File: src/rtl/spi_pixel_tx.sv
// SPI mode-0 pixel word transmitter: one-deep holding register feeding a 16-edge MSB-first shifter.
// Optional SPI_CS_EN adds an active-low chip select with a one-cycle setup before each burst.
module spi_pixel_tx #(
    parameter int unsigned CLK_DIV = 2,
    parameter int unsigned DATA_W  = 16
) (
    input  logic              clk,
    input  logic              reset,
    input  logic [DATA_W-1:0] tx_data,
    input  logic              tx_valid,
    output logic              tx_ready,
    output logic              spi_clk,
    output logic              spi_mosi,
    output logic              busy,
    output logic              word_done
`ifdef SPI_CS_EN
    ,
    output logic              spi_cs_n
`endif
);

    localparam int unsigned BIT_W = $clog2(DATA_W);
    localparam int unsigned CNT_W = (CLK_DIV > 1) ? $clog2(CLK_DIV) : 1;
    localparam logic [CNT_W-1:0] CNT_MAX = CNT_W'(CLK_DIV - 1);
    localparam logic [BIT_W-1:0] BIT_TOP = BIT_W'(DATA_W - 1);

    typedef enum logic [1:0] {
        IDLE  = 2'd0,
        SHIFT = 2'd1,
        START = 2'd2
    } state_t;

    state_t              state_q, state_d;
    logic [DATA_W-1:0]   hold_data_q, hold_data_d;
    logic                hold_valid_q, hold_valid_d;
    logic [DATA_W-1:0]   shift_q, shift_d;
    logic [BIT_W-1:0]    bit_q, bit_d;
    logic [CNT_W-1:0]    cnt_q, cnt_d;
    logic                spi_clk_q, spi_clk_d;
    logic                spi_mosi_q, spi_mosi_d;
    logic                busy_q, busy_d;
    logic                word_done_q, word_done_d;
    logic                cs_n_q, cs_n_d;
    logic                load;

    // Next-state: phase timing, bit stepping, reload from hold and input accept
    always_comb begin
        state_d      = state_q;
        hold_data_d  = hold_data_q;
        hold_valid_d = hold_valid_q;
        shift_d      = shift_q;
        bit_d        = bit_q;
        cnt_d        = cnt_q;
        spi_clk_d    = spi_clk_q;
        spi_mosi_d   = spi_mosi_q;
        busy_d       = busy_q;
        word_done_d  = 1'b0;
        cs_n_d       = cs_n_q;
        load         = 1'b0;

        case (state_q)
            IDLE: begin
                spi_clk_d = 1'b0;
                busy_d    = 1'b0;
`ifdef SPI_CS_EN
                cs_n_d = !hold_valid_q;
                if (hold_valid_q) begin
                    state_d = START;
                end
`else
                if (hold_valid_q) begin
                    load = 1'b1;
                end
`endif
            end
            START: begin
                load = 1'b1;
            end
            SHIFT: begin
                if (cnt_q == CNT_MAX) begin
                    cnt_d = '0;
                    if (!spi_clk_q) begin
                        spi_clk_d = 1'b1;
                    end else begin
                        spi_clk_d = 1'b0;
                        if (bit_q != '0) begin
                            bit_d      = bit_q - BIT_W'(1);
                            spi_mosi_d = shift_q[bit_q - BIT_W'(1)];
                        end else begin
                            word_done_d = 1'b1;
                            if (hold_valid_q) begin
                                load = 1'b1;
                            end else begin
                                state_d = IDLE;
                                busy_d  = 1'b0;
                            end
                        end
                    end
                end else begin
                    cnt_d = cnt_q + CNT_W'(1);
                end
            end
            default: state_d = IDLE;
        endcase

        // Loading puts the first bit on mosi immediately so the low phase is a full CLK_DIV
        if (load) begin
            state_d      = SHIFT;
            shift_d      = hold_data_q;
            hold_valid_d = 1'b0;
            bit_d        = BIT_TOP;
            cnt_d        = '0;
            spi_mosi_d   = hold_data_q[DATA_W-1];
            busy_d       = 1'b1;
        end

        if (tx_valid && !hold_valid_q) begin
            hold_data_d  = tx_data;
            hold_valid_d = 1'b1;
        end
    end

    always_ff @(posedge clk) begin
        if (reset) begin
            state_q      <= IDLE;
            hold_data_q  <= '0;
            hold_valid_q <= 1'b0;
            shift_q      <= '0;
            bit_q        <= BIT_TOP;
            cnt_q        <= '0;
            spi_clk_q    <= 1'b0;
            spi_mosi_q   <= 1'b0;
            busy_q       <= 1'b0;
            word_done_q  <= 1'b0;
            cs_n_q       <= 1'b1;
        end else begin
            state_q      <= state_d;
            hold_data_q  <= hold_data_d;
            hold_valid_q <= hold_valid_d;
            shift_q      <= shift_d;
            bit_q        <= bit_d;
            cnt_q        <= cnt_d;
            spi_clk_q    <= spi_clk_d;
            spi_mosi_q   <= spi_mosi_d;
            busy_q       <= busy_d;
            word_done_q  <= word_done_d;
            cs_n_q       <= cs_n_d;
        end
    end

    assign tx_ready  = !hold_valid_q;
    assign spi_clk   = spi_clk_q;
    assign spi_mosi  = spi_mosi_q;
    assign busy      = busy_q;
    assign word_done = word_done_q;
`ifdef SPI_CS_EN
    assign spi_cs_n  = cs_n_q;
`else
    logic unused_cs;
    assign unused_cs = cs_n_q ^ cs_n_d;
`endif

endmodule

File: config.mk
export PLATFORM = sky130hd
export DESIGN_NAME = spi_pixel_tx
export DESIGN_NICKNAME = d
export VERILOG_FILES = /design/src/rtl/spi_pixel_tx.sv
export SDC_FILE = /design/constraint.sdc
export NUM_CORES = 1
export LEC_CHECK = 0
export BUFFER_PORTS_ARGS = -buffer_cell sky130_fd_sc_hd__buf_4
export CORE_MARGIN = 3
export CORE_UTILIZATION = 40
export CTS_BUF_LIST = sky130_fd_sc_hd__clkbuf_4 sky130_fd_sc_hd__clkbuf_8 sky130_fd_sc_hd__clkbuf_16
export CTS_CLUSTER_SIZE = 14
export DETAILED_ROUTE_END_ITERATION = 8
export GPL_ROUTABILITY_DRIVEN = 0
export PLACE_DENSITY = 0.57
export SKIP_LAST_GASP = 1
export SYNTH_ARGS = -nofsm -noshare
export SYNTH_HDL_FRONTEND = slang
export SYNTH_SLANG_ARGS = --single-unit
export TNS_END_PERCENT = 30
File: constraint.sdc
create_clock -name clk -period 2.5 [get_ports clk]
set_clock_uncertainty 0.05 [all_clocks]
set_input_delay 0.375 -clock clk [delete_from_list [all_inputs] [get_ports clk]]
set_output_delay 0.375 -clock clk [all_outputs]
set_load 0.02 [all_outputs]
==> metrics.cfg <==
[worst_hold_path]
worstHoldPathCells = 3
hold_end = hold_data_q[14]
hp-start = tx_data[14]
hold_class = in -> reg

[die]
fp.dieW_um = 73.09
ios = 24
core_area_um2 = 4173
dieArea_um2 = 5342
row_count = 23
initial_utilization_pct = 43.15
die_h_um = 73.09

[clocking]
clkTransAtPathRegs_ns = 0.08
cts_buffer_depth = 2
cts.repair.resized = 0
postCtsSetupRepairBufs = 0
clk_latency_ns = 0.28
cts_tree = built
ctsHoldBuffers = 0
cts_made_buffers = 5
root_buffer = clkbuf_8
h-tree-depth = 2
clock_sinks = 43

[timing]
post-route-min-period_ns = 2.173
setup_violations = 0
maxSlewHeadroom_pct = 25.36
finalHoldViolations = 0
holdWs_ns = 0.2756
rsz0062_at_grt = false
fin_setup_tns_ns = 0
finalWorstSetupSlack_ns = 0.3274
worstMarginPinSlew_ns = 1.117
period_share_pct = 86.91
finalMaxSlewViolations = 0
timing.fmax_ghz = 0.4603

[synth]
syn-cell-area_um2 = 1800
syn-num-nets = 224
ys_types = 33
synth-main-ff-cell = dfxtp_1
synth_edf_count = 0
ys_seq_area_share_pct = 47.81
synth.avg_cell_area_um2 = 8.826
ys_warn_count = 0
ys_seq_elements = 43
async_flop_share_pct = 0
syn_inst = 204

[grt]
grt.overflow.total = 0
grt_util_all_layers_pct = 14.00
grt_pass1_wl_um = 5899
grt_pass1_vias = 1335
grt_max_degree = 40
antenna_found_initial = 0

[worst_setup_path]
endpoint_kind = flop
worst-setup-path-type = reg -> reg
worstPathMaxFanout = 6
critPathLaunch = bit_q[0]
r2r-start = bit_q[0]
worst_setup_path_start_kind = flop
r2r_cells = 6
cp.required_ns = 2.61
cp.arrival_ns = 2.28
r2r_slack_ns = 0.33
r2r-end = spi_mosi

[finish]
fin_cells = 276
final_layout_size_suffix_gt1_share_pct = 26.55
nFillCells = 412
diodes = 0
nNetsFinal = 245
syn_to_final_growth_pct = 16.05

[detailed_routing]
wl_um = 3275
drt-vias-per-instance = 4.957
via_count = 1368
drtIter0Drc = 41
ant_nets = 0
firstDrtPassIters = 4
drc = 0
post_drt_wl_per_cell_um = 11.87

[placed_design]
pre_cts_ws_ns = 0.3346
port_buffers = 23
placedCellCount = 268
dp_hpwl_um = 2323

[pwr]
pwr_density_cell_nw_per_um2 = 658.5
peakVddDrop_mv = 0.3544
power.leakage_uw = 0.0007957

[outcome]
outcome = completed

[job]
maxCapViolations = 0

[metrics by stage]
stage | util (%) | instance area, um^2 | total power (uW)
6_report | 50.08 | 2090 | 1376
5_1_grt | 50.08 | 2090 | 1448
4_1_cts | 50.08 | 2090 | 1400
3_5_place_dp | 47.38 | 1977 | 866.4
3_3_place_gp | 47.38 | 1977 | 862.6
2_1_floorplan | - | 1800 | 830.1
[worst max path at each step]
stage / slack (ns) / end
final: 0.33 / spi_mosi
after detailed placement: 0.33 / spi_mosi
after floorplan: 0.37 / spi_mosi
after global placement: 0.35 / spi_mosi
after global routing: 0.14 / spi_mosi
after CTS: 0.30 / spi_mosi
[critical path, stage by stage, from the launching register on]
cell and delay (ns):
dfxtp_1 0.42, inv_1 0.12, ha_1 0.43, mux4_2 0.52, mux2_2 0.28, nand4b_1 0.10
o311ai_2 0.11
[synth_stat cells (2+ instances only)]
cell / instances / share of area (%)
nand2_1: 63 / 13
dfxtp_1: 43 / 48
a21oi_1: 24 / 6.7
a21oi_2: 10 / 4.9
nand2_2: 10 / 3.5
nor2_1: 8 / 1.7
clkbuf_1: 6 / 1.3
nand3_1: 4 / 1.1
inv_1: 3 / 0.63
mux2i_1: 3 / 1.7
mux4_2: 3 / 3.8
nand4b_1: 3 / 1.5
nor3b_1: 2 / 0.83
xnor2_1: 2 / 0.97
xor2_1: 2 / 0.97
[layout make-up]
type	count	area [um^2]	area share, %
clock buffer	5	68.82	3.293
clock inverter	3	43.79	2.096
inverter	3	11.26	0.5389
multi-input combinational	148	862.1	41.26
sequential	43	860.8	41.20
tap	50	62.56	2.994
timing repair buffer	24	180.2	8.623
[where the power goes]
group	internal, uW	switching (uW)	total, uW
combinational	50.1	67.6	118
sequential	712	19.4	731
clock	297	230	527
[flip-flops by register name, indices dropped and copies added, names as in the netlist]
name / flops
hold_valid_q: 1
cnt_q: 1
word_done: 1
spi_mosi: 1
busy: 1
bit_q: 4
spi_clk: 1
state_q: 1
hold_data_q: 16
shift_q: 16
[kinds of logic after synthesis]
| group | Yosys count | share of synthesized area (%) |
|---|---|---|
| and+or+nand+nor | 96 | 24.11 |
| AOI/OAI and AO/OA | 40 | 15.08 |
| muxes | 7 | 6.046 |
| DFF | 43 | 47.81 |
| xor gates and xnor gates | 4 | 1.946 |
| buffers and inverters | 13 | 4.308 |
| adders and majority gates | 1 | 0.6948 |
[routing by layer]
metal  wire length (um)  global-route usage [%]  share of wire [%]
met5                  0                       0                  0
met4                 22                   4.918               0.67
met3                115                   4.408                3.5
met2               1504                   22.54                 46
met1               1632                   17.55                 50
[layout by cell type (no fill, tap or decap), types with 2 or more instances in the layout]
master	instances
nand2_1	63
dfxtp_1	43
a21oi_1	24
buf_4	24
nand2_2	10
a21oi_2	10
nor2_1	8
clkbuf_8	5
nand3_1	4
inv_1	3
nand4b_1	3
mux2i_1	3
mux4_2	3
xnor2_1	2
nor3b_1	2
xor2_1	2
Note: power is estimated with default switching activity, not from simulation.
